--- config.mk ---
export PLATFORM = sky130hd
export DESIGN_NAME = a2d_intf
export DESIGN_NICKNAME = d
export VERILOG_FILES = /design/src/rtl/a2d_intf.sv
export SDC_FILE = /design/constraint.sdc
export NUM_CORES = 1
export LEC_CHECK = 0
export BUFFER_PORTS_ARGS = -buffer_cell sky130_fd_sc_hd__buf_2
export CAP_MARGIN = 10
export CORE_UTILIZATION = 35
export CTS_CLUSTER_DIAMETER = 150
export DETAILED_ROUTE_END_ITERATION = 7
export PLACE_DENSITY_LB_ADDON = 0.15
export SYNTH_ARGS = -nofsm -noshare
export SYNTH_HDL_FRONTEND = slang
export SYNTH_SLANG_ARGS = --single-unit
export TNS_END_PERCENT = 100
--- constraint.sdc ---
create_clock -name clk -period 2.3 [get_ports clk]
set_input_delay 0.345 -clock clk [delete_from_list [all_inputs] [get_ports clk]]
set_output_delay 0.345 -clock clk [all_outputs]
set_load 0.1 [all_outputs]
--- src/rtl/a2d_intf.sv ---
// a2d_intf: round-robin SPI master for an 8-channel 12-bit ADC.
// Each conversion sends a command frame, then a read frame carrying the same command.
module a2d_intf #(
   parameter int unsigned PERIOD_W = 14
) (
   input  logic        clk,
   input  logic        rst_n,
   input  logic        MISO,
   output logic        SS_n,
   output logic        SCLK,
   output logic        MOSI,
   output logic [11:0] batt,
   output logic [11:0] curr,
   output logic [11:0] brake,
   output logic [11:0] torque,
   output logic        cnv_cmplt
);

   typedef enum logic [2:0] {
      StIdle,
      StCmd,
      StGap,
      StRead,
      StDone
   } state_e;

   // Loading 5'b10111 keeps SCLK high for 8 clks after SS_n falls; the divider
   // is parked at this value between frames so SCLK idles high.
   localparam logic [4:0] SclkLoad    = 5'b10111;
   localparam logic [4:0] SclkPreRise = 5'b01111;
   localparam logic [4:0] SclkPreFall = 5'b11111;

   state_e              state_q;
   logic [PERIOD_W-1:0] timer_q;
   logic [1:0]          robin_q;
   logic                gap_q;
   logic [11:0]         batt_q;
   logic [11:0]         curr_q;
   logic [11:0]         brake_q;
   logic [11:0]         torque_q;
   logic                cnv_cmplt_q;

   logic                ss_n_q;
   logic [4:0]          sclk_div_q;
   logic [15:0]         shft_q;
   logic                sample_q;
   logic                sampled_q;
   logic [3:0]          bit_cnt_q;
   logic                last_q;

   logic                timer_full;
   logic                start_txn;
   logic                spi_busy;
   logic [2:0]          chnl;
   logic [15:0]         cmd_word;

   always_ff @(posedge clk) begin : timer_ff
      if (!rst_n) begin
         timer_q <= '0;
      end else begin
         timer_q <= timer_q + PERIOD_W'(1);
      end
   end

   always_comb begin
      chnl = 3'd0;
      case (robin_q)
         2'd0:    chnl = 3'd0;
         2'd1:    chnl = 3'd1;
         2'd2:    chnl = 3'd3;
         default: chnl = 3'd4;
      endcase
   end

   assign cmd_word   = {2'b00, chnl, 11'h000};
   assign timer_full = &timer_q;
   assign start_txn  = ((state_q == StIdle) && timer_full) || ((state_q == StGap) && gap_q);
   assign spi_busy   = ((state_q == StCmd) || (state_q == StRead)) && !last_q;

   // Shared SPI frame engine for both the command and the read frame.
   always_ff @(posedge clk) begin : spi_ff
      if (!rst_n) begin
         ss_n_q     <= 1'b1;
         sclk_div_q <= SclkLoad;
         shft_q     <= '0;
         sample_q   <= 1'b0;
         sampled_q  <= 1'b0;
         bit_cnt_q  <= '0;
         last_q     <= 1'b0;
      end else if (start_txn) begin
         ss_n_q     <= 1'b0;
         sclk_div_q <= SclkLoad;
         shft_q     <= cmd_word;
         sampled_q  <= 1'b0;
         bit_cnt_q  <= '0;
         last_q     <= 1'b0;
      end else if (spi_busy) begin
         sclk_div_q <= sclk_div_q + 5'd1;
         if (sclk_div_q == SclkPreRise) begin
            sample_q  <= MISO;
            sampled_q <= 1'b1;
         end
         // The first falling edge arrives before any sample and must not shift.
         if ((sclk_div_q == SclkPreFall) && sampled_q) begin
            shft_q    <= {shft_q[14:0], sample_q};
            bit_cnt_q <= bit_cnt_q + 4'd1;
            if (bit_cnt_q == 4'd15) begin
               last_q     <= 1'b1;
               sclk_div_q <= SclkLoad;
            end
         end
      end else if (last_q) begin
         ss_n_q <= 1'b1;
         last_q <= 1'b0;
      end
   end

   always_ff @(posedge clk) begin : fsm_ff
      if (!rst_n) begin
         state_q     <= StIdle;
         robin_q     <= '0;
         gap_q       <= 1'b0;
         batt_q      <= '0;
         curr_q      <= '0;
         brake_q     <= '0;
         torque_q    <= '0;
         cnv_cmplt_q <= 1'b0;
      end else begin
         cnv_cmplt_q <= 1'b0;
         unique case (state_q)
            StIdle: begin
               if (timer_full) state_q <= StCmd;
            end
            StCmd: begin
               if (last_q) begin
                  state_q <= StGap;
                  gap_q   <= 1'b0;
               end
            end
            StGap: begin
               if (gap_q) state_q <= StRead;
               else       gap_q   <= 1'b1;
            end
            StRead: begin
               if (last_q) begin
                  state_q     <= StDone;
                  cnv_cmplt_q <= 1'b1;
                  robin_q     <= robin_q + 2'd1;
                  case (robin_q)
                     2'd0:    batt_q   <= shft_q[11:0];
                     2'd1:    curr_q   <= shft_q[11:0];
                     2'd2:    brake_q  <= shft_q[11:0];
                     default: torque_q <= shft_q[11:0];
                  endcase
               end
            end
            StDone: begin
               state_q <= StIdle;
            end
            default: begin
               state_q <= StIdle;
            end
         endcase
      end
   end

   assign SS_n      = ss_n_q;
   assign SCLK      = sclk_div_q[4];
   assign MOSI      = ~ss_n_q & shft_q[15];
   assign batt      = batt_q;
   assign curr      = curr_q;
   assign brake     = brake_q;
   assign torque    = torque_q;
   assign cnv_cmplt = cnv_cmplt_q;

endmodule

After elaboration in Yosys (flattened, before gate mapping)
Cells that the tools add are included.
{"block": "word_totals", "reg_bits": 98}
{"block": "op_classes", "addsub": 4, "eq_ne": 13, "n_mux": 17, "bitwise_logic": 6, "n_reduce_logical": 31}
{"cell": "$mux 14", "n": 3}
{"cell": "$reduce_and 2->1", "n": 8}
{"cell": "$reduce_and 3->1", "n": 5}
{"cell": "$add 14x1->14 const B", "n": 1}
{"cell": "$reduce_and 14->1", "n": 1}
{"cell": "$mux 3", "n": 4}
{"cell": "$pmux 3 s4", "n": 1}
{"cell": "$mux 5", "n": 2}
{"cell": "$ne 2x2->1 const B", "n": 5}
{"cell": "$pmux 3 s3", "n": 1}
{"cell": "$reduce_bool 2->1", "n": 4}
{"cell": "$eq 3x2->1 const B", "n": 2}
{"cell": "$reduce_or 3->1", "n": 2}
{"cell": "$add 5x1->5 const B", "n": 1}
{"cell": "$eq 5x4->1 const B", "n": 1}
{"cell": "$eq 5x5->1 const B", "n": 1}
{"cell": "$mux 1", "n": 5}
{"cell": "$not 1->1", "n": 5}
{"cell": "$add 4x1->4 const B", "n": 1}
{"cell": "$eq 4x4->1 const B", "n": 1}
{"cell": "$logic_and 1x1->1", "n": 4}
{"cell": "$reduce_and 4->1", "n": 1}
{"cell": "$eq 3x1->1 const B", "n": 1}
{"cell": "$logic_not 3->1", "n": 1}
{"cell": "other kinds (9)", "n": 10}

Logic depth before layout (Yosys ltp)
Gate-level depths: netlist of run 1.
{"block": "logic_depth", "word_depth": 5, "depth_mapped": 9, "mapped_depth_nobuf": 7}

Worst setup path before layout of run 1
No wires, ideal clock.
{"block": "synth_timing", "path_type": "reg2out", "startpoint": "register ss_n_q, in the netlist SS_n", "endpoint": "output port MOSI", "arrival_ns": 2.125, "t_required_ns": 1.955, "slack_ns": -0.170, "stages_incl_launch_ff": 2, "n_path_buf": 0, "path_cell_list": "dfxtp_1 -> nor2b_1"}
{"block": "synth_via", "elab_chain_len": 2}
{"item": "start, declared", "line": "43", "rtl": "logic ss_n_q;"}
{"item": "start signal, assigned", "line": "83", "rtl": "ss_n_q <= 1'b1;"}
{"item": "start signal, assigned", "line": "91", "rtl": "ss_n_q <= 1'b0;"}
{"item": "start signal, assigned", "line": "113", "rtl": "ss_n_q <= 1'b1;"}
{"item": "$not 1->1", "line": "169", "rtl": "assign MOSI = ~ss_n_q & shft_q[15];"}
{"item": "$and 1x1->1", "line": "169"}
{"item": "end, declared", "line": "11", "rtl": "output logic MOSI,"}
No other way between the ends.

Worst setup path in the final report of run 1
{"block": "layout_timing", "startpoint": "register sclk_div_q[0]", "endpoint": "register shft_q[6]"}
{"block": "layout_via", "elab_chain_len": 3}
{"item": "start, declared", "line": "44", "rtl": "logic [4:0] sclk_div_q;"}
{"item": "start signal, assigned", "line": "84", "rtl": "sclk_div_q <= SclkLoad;"}
{"item": "start signal, assigned", "line": "92", "rtl": "sclk_div_q <= SclkLoad;"}
{"item": "start signal, assigned", "line": "98", "rtl": "sclk_div_q <= sclk_div_q + 5'd1;"}
{"item": "$eq 5x5->1", "line": "104", "rtl": "if ((sclk_div_q == SclkPreFall) && sampled_q) begin"}
{"item": "$logic_and 1x1->1", "line": "104"}
{"item": "$reduce_and 2->1 (no line)"}
{"item": "end signal, assigned", "line": "93", "rtl": "shft_q <= cmd_word;"}
{"item": "end signal, assigned", "line": "105", "rtl": "shft_q <= {shft_q[14:0], sample_q};"}
{"item": "end, declared", "line": "45", "rtl": "logic [15:0] shft_q;"}
No other way between the ends.
A chain may end at the register's enable or synchronous reset.

==> flow_metrics.tcl, run 1 <==
set metrics [dict create \
    outcome "finished, final reports clean" \
    multi_input_comb_area_um2 1747 \
    dp.cells 628 \
    insertion_delay_ns 0.36 \
    crit_fanout 11 \
    ys_types 38 \
    hold_buffers 0 \
    skew_ns 0.01926 \
    p_leak_nw 1.663 \
    total_power_mw 2.861 \
    antenna-diode-count 0 \
    synth_warnings 0 \
    via_per_inst 4.935 \
    syn-instance-count 459 \
    r2r_start "sclk_div_q[0]" \
    critical_path_arrival_ns 2.26 \
    required_ns 2.58 \
    grt_use_met3_pct 3.343 \
    start_util_pct 36.73 \
    setup_viol 0 \
    routed_wl_mm 8.777 \
    min_path_type "in -> reg" \
    fin_ws_ns 0.3242 \
    ys_ff_latch 98 \
    portBuffers 54 \
    rsz0062_at_grt "false" \
    dieWidth_um 107.0 \
    cts_tree "yes" \
    vias 3178 \
    critPathKind "reg -> reg" \
    drtIter0Drc 145 \
    min_from "MISO" \
    fmax_mhz 506.1 \
    worstMarginPinSlew_ns 0.6827 \
    regArea_um2 1962 \
    antenna_left 0 \
    rows 37 \
    busiest_layer "met2" \
    route.detailed.drc 0 \
    end_kind "register" \
    nFillCells 1069 \
    use_met1_pct 21.93 \
    antenna_found_initial 0 \
    die_h_um 107.0 \
    die_area_um2 11450 \
    hold_end "sample_q" \
    timing_hold_violations_final 0 \
    post_route_cells_drive_above_1_share_pct 16.54 \
    core_area_um2 10510 \
    cts_setup_buffers 0 \
    grt_pass1_wl_mm 14.40 \
    period_needed_ns 1.976 \
    grt_use_met2_pct 25.16 \
    cts_sinks 98 \
    start_kind "register" \
    grt_pass1_vias 2921 \
    final_common_cell "dfxtp_1" \
    first_pass_iters 4 \
    clk_pin_slew_ns 0.09 \
    routabilityCongestion 0.7550 \
    routedWlPerCell_um 13.63 \
    irDropWorstVdd_mv 0.2676 \
    synthesis.nets 471 \
    syn_area_per_cell_um2 8.409 \
    clk_path_buf_depth 2 \
    r2r-end "shft_q[6]" \
    numCtsBuffers 9 \
    synth_area_um2 3860 \
    setup-tns-final_ns 0 \
    fin_crit_sh_pct 85.90 \
    maxSlewHeadroom_pct 54.49 \
    ys_seq_area_share_pct 50.83 \
    whs_ns 0.2401 \
    power_per_cell_area_nw_per_um2 645.7 \
    reg2reg_slack_ns 0.32 \
    htree_levels 3 \
    grt_max_degree 65 \
    root_buffer "clkbuf_8" \
    grtUsageTotal_pct 15.98 \
    maxSlewViolCount 0 \
    syn2layout_area_growth_pct 14.78 \
    grt-ovfl-total 0 \
    io_pins 55 \
    hpwlAfterDp_mm 5.873 \
    min_delay_path_depth 3 \
    final_cell_mix "dfxtp_1 (98), nand2_1 (96), a21oi_1 (68)" \
    nNetsFinal 515 \
    pre_cts_slack_ns 0.3624 \
    instances_no_fill 644 \
    cts-resized-gates 0 \
    max_cap_viol_count 0 \
    r2r_cells 8 \
]
worst max-delay path by stage:
stage | slack, ns | startpoint | end | cells past startpoint
finish | 0.32 | sclk_div_q[0] | shft_q[6] | 8
global route | 0.08 | sclk_div_q[0] | shft_q[5] | 8
CTS | 0.33 | sclk_div_q[0] | shft_q[10] | 8
detailed placement | 0.36 | sclk_div_q[0] | shft_q[7] | 8
global placement | 0.43 | sclk_div_q[0] | shft_q[4] | 8
floorplan | 0.13 | sclk_div_q[4] | bit_cnt_q[1] | 7
where the power goes:
| group | internal [mW] | total [mW] | switching (mW) |
|---|---|---|---|
| Clock | 0.512 | 1.11 | 0.603 |
| Sequential | 1.70 | 1.70 | 0.00413 |
| Combinational | 0.0102 | 0.0422 | 0.0320 |
cells by family (layout without fill, tap and decap cells):
| family | after synthesis | count (layout) | share of synthesized area (%) |
|---|---|---|---|
| AND/OR/NAND/NOR | 213 | 213 | 25.58 |
| multiplexers | 3 | 3 | 0.7780 |
| adder cells (fa/ha/maj) | 9 | 9 | 2.917 |
| buffers and inverters | 35 | 84 | 4.019 |
| XOR/XNOR | 17 | 17 | 3.857 |
| AO/OA/AOI/OAI | 84 | 84 | 12.03 |
| flip-flops | 98 | 98 | 50.83 |
cell usage after synthesis, drive strengths merged:
cell    count  share of area [%]
nor3        3               0.39
and4        3               0.71
nand2b      1               0.16
and2        5               0.81
nor2b       2               0.32
and3        6               0.97
or3         2               0.32
dfxtp      98                 51
or2         1               0.16
inv         5               0.49
a21oi      68                8.8
o311ai      1               0.42
a21boi      3               0.58
o21bai      2               0.39
o31ai       1               0.55
ha          9                2.9
nor3b       3               0.71
nand4       5               0.97
o21a        1               0.19
xnor2       6                1.4
clkbuf     18                2.0
nor2       24                2.3
mux2i       3               0.78
nand3b      2               0.39
nand3      58                7.5
o22ai       1               0.16
and4b       1               0.26
or4         1               0.19
o21ai       7               0.91
nand2      96                9.3
buf        12                1.5
xor2       11                2.5
sequential cells by signal, indices dropped and copies added (netlist names), 3 cells and up:
signal	count
batt	12
sclk_div_q	5
curr	12
brake	12
state_q	3
torque	12
timer_q	14
bit_cnt_q	4
shft_q	16
metrics by stage:
step / area, um^2 / utilization [%]
floorplan: 3862 / -
global placement: 4235 / 40.30
detailed placement: 4235 / 40.30
CTS: 4431 / 42.16
global route: 4431 / 42.16
finish: 4431 / 42.16
area by class of cell:
type / instances / area share [%]
Sequential cell: 98 / 44.28
Multi-Input combinational cell: 326 / 39.42
Inverter: 5 / 0.4236
Timing Repair Buffer: 63 / 7.625
Clock buffer: 11 / 2.965
Clock inverter: 5 / 1.440
Tap cell: 136 / 3.841
routing by layer:
layer	up-vias	share of wire, %
met4	0	0.90
met3	10	3.3
met1	1483	51
met2	46	45
li1	1639	-
met5	-	0
critical path, stage by stage (launching register included):
cell and delay [ns]:
dfxtp_1 0.37, ha_1 0.17, and3_1 0.18, ha_1 0.14
and2_1 0.28, and2_1 0.33, buf_4 0.23, nand2_1 0.06
a21oi_1 0.14
(Power assumes the default switching activity.)
==> run 2: changes to the inputs <==
--- a/config.mk
+++ b/config.mk
@@ -7,7 +7,9 @@
 export LEC_CHECK = 0
 export BUFFER_PORTS_ARGS = -buffer_cell sky130_fd_sc_hd__buf_2
 export CAP_MARGIN = 10
-export CORE_UTILIZATION = 35
+export CELL_PAD_IN_SITES_DETAIL_PLACEMENT = 1
+export CELL_PAD_IN_SITES_GLOBAL_PLACEMENT = 2
+export CORE_UTILIZATION = 34
 export CTS_CLUSTER_DIAMETER = 150
 export DETAILED_ROUTE_END_ITERATION = 7
 export PLACE_DENSITY_LB_ADDON = 0.15
==> run 2 against run 1 <==
  * Maximum frequency is 1.6% higher
  * Hold slack improved by 0.030 ns
  * Utilization shrank 0.57 points
  * Combinational power grew 10%
  * Count of clock-buffer cells in the layout fell by 1
  * Sequential power hardly changed
  * Design area is 2.7% higher
  * Clock power grew 37%
==> flow_metrics.tcl, run 2 (synthesis gave the netlist of run 1 again) <==
set metrics [dict create \
    antenna_found_initial 0 \
    grt_pass1_wl_mm 16.37 \
    clk_path_buf_depth 2 \
    htree_levels 3 \
    skew_ns 0.007107 \
    rows 38 \
    maxSlewViolCount 0 \
    instances_no_fill 648 \
    drtIter0Drc 119 \
    dp.cells 632 \
    first_pass_iters 4 \
    reg2reg_slack_ns 0.35 \
    p_leak_nw 1.712 \
    clockPowerShare_pct 46.5 \
    hpwlAfterDp_mm 6.636 \
    die_area_um2 11780 \
    dieWidth_um 108.6 \
    required_ns 2.54 \
    antenna-diode-count 0 \
    die_h_um 108.6 \
    critPathKind "reg -> reg" \
    hold_buffers 0 \
    root_buffer "clkbuf_16" \
    critical_path_arrival_ns 2.18 \
    cts-resized-gates 0 \
    slowest_delay_ns 0.37 \
    portBuffers 54 \
    routabilityCongestion 0.6537 \
    maxSlewHeadroom_pct 64.42 \
    via_per_inst 4.994 \
    clk_pin_slew_ns 0.07 \
    start_kind "register" \
    final_common_cell "dfxtp_1" \
    insertion_delay_ns 0.35 \
    start_util_pct 35.30 \
    final_cell_mix "dfxtp_1 (98), nand2_1 (96), a21oi_1 (68)" \
    syn2layout_area_growth_pct 17.83 \
    min_path_type "in -> reg" \
    irDropWorstVdd_mv 0.2655 \
    cts_tree "yes" \
    setup-tns-final_ns 0 \
    rsz0062_at_grt "false" \
    grt_max_degree 60 \
    numCtsBuffers 9 \
    routed_wl_mm 10.04 \
    cts_sinks 98 \
    io_pins 55 \
    regMostFlops "shft_q" \
    route.detailed.drc 0 \
    nFillCells 1317 \
    critPathTopFamily "simple AND/OR/NAND/NOR gates" \
    fmax_mhz 514.1 \
    switching_share_pct 21.83 \
    period_needed_ns 1.945 \
    grt-ovfl-total 0 \
    max_cap_viol_count 0 \
    largest_reg_flops 16 \
    combPwrFrac_pct 1.4 \
    antenna_left 0 \
    crit_fanout 12 \
    reg_top3 "shft_q (16), timer_q (14)" \
    setup_viol 0 \
    worstMarginPinSlew_ns 0.5336 \
    cts_setup_buffers 0 \
    post_route_cells_drive_above_1_share_pct 16.93 \
    power_per_cell_area_nw_per_um2 719.6 \
    intPower_mw 2.558 \
    critical_path_buf_inv_count 1 \
    vias 3236 \
    grtUsageTotal_pct 18.52 \
    pwr-share-seq_pct 52.1 \
    critPathSlowestCell "dfxtp_1" \
    routedWlPerCell_um 15.50 \
    grt_pass1_vias 3100 \
    path_cells "ha_1 > and3_1 > ha_1 > and2_1 > and2_1 > buf_4 > xnor2_1 > nor2_1" \
    core_area_um2 10940 \
    nNetsFinal 515 \
    p_switching_mw 0.7145 \
    end_kind "register" \
    timing_hold_violations_final 0 \
    outcome "finished, final reports clean" \
    fin_crit_sh_pct 84.58 \
]
==> run 2: cell types whose count changed in the layout (fill, tap and decap cells not counted) <==
cell	before	now
buf_12	0	1
clkbuf_1	2	1
buf_4	9	8
clkinvlp_4	1	3
clkinv_1	1	0
clkinv_2	0	1
inv_2	0	1
clkbuf_16	0	9
clkbuf_8	9	0
clkinv_4	2	0
==> run 2: routing by layer <==
metal / global-route usage, % / share of wire [%] / vias to the layer above
met5: 0 / 0 / -
met1: 24.21 / 49 / 1534
met3: 3.134 / 3.1 / 11
li1: - / - / 1644
met4: 8.977 / 2.0 / 0
met2: 29.48 / 46 / 47
==> run 2: area by class of cell <==
type | count | area, um^2 | area share, %
well taps | 140 | 175.2 | 3.851
multi-input cells | 326 | 1747 | 38.40
clock inverters | 6 | 66.31 | 1.458
inverters | 5 | 18.77 | 0.4127
repair buffers | 63 | 350.3 | 7.703
flip-flops and latches | 98 | 1962 | 43.14
clock buffers | 10 | 229.0 | 5.034
==> run 2: through the flow <==
| stage | setup WS [ns] | total power [mW] | util (%) | hold slack, ns | cell area (um^2) |
|---|---|---|---|---|---|
| final | 0.3547 | 3.273 | 41.59 | 0.2698 | 4548 |
| after CTS | 0.3218 | 3.320 | 41.59 | 0.2569 | 4548 |
| after global placement | 0.4126 | 1.791 | 38.89 | 0.4420 | 4253 |
| after global routing | 0.09151 | 3.399 | 41.59 | 0.2692 | 4548 |
| after floorplan | 0.1291 | 1.776 | - | 0.4280 | 3862 |
| after detailed placement | 0.3343 | 1.792 | 38.89 | 0.4466 | 4253 |
==> run 2: worst reg2reg max path, cell delays in order (launching register included) <==
cell and delay, ns:
dfxtp_1 0.37, ha_1 0.18, and3_1 0.18, ha_1 0.14, and2_1 0.30, and2_1 0.27, buf_4 0.22, xnor2_1 0.13
nor2_1 0.05
==> run 2: power groups by stage <==
stage          Clock [mW]  Combinational, mW  Sequential [mW]
2_1_floorplan           0             0.0329             1.74
3_3_place_gp            0             0.0473             1.74
3_5_place_dp            0             0.0479             1.74
4_1_cts              1.57             0.0477             1.70
5_1_grt              1.64             0.0515             1.70
6_report             1.52             0.0464             1.70
==> run 2: worst paths after layout <==
kind | startpoint | endpoint | depth (start not counted)
worst min-delay path | MISO | sample_q | 3
worst max-delay path | sclk_div_q[0] | bit_cnt_q[0] | 8
worst min register to register | curr[8] | curr[8] | 2
worst max register to register | sclk_div_q[0] | bit_cnt_q[0] | 8
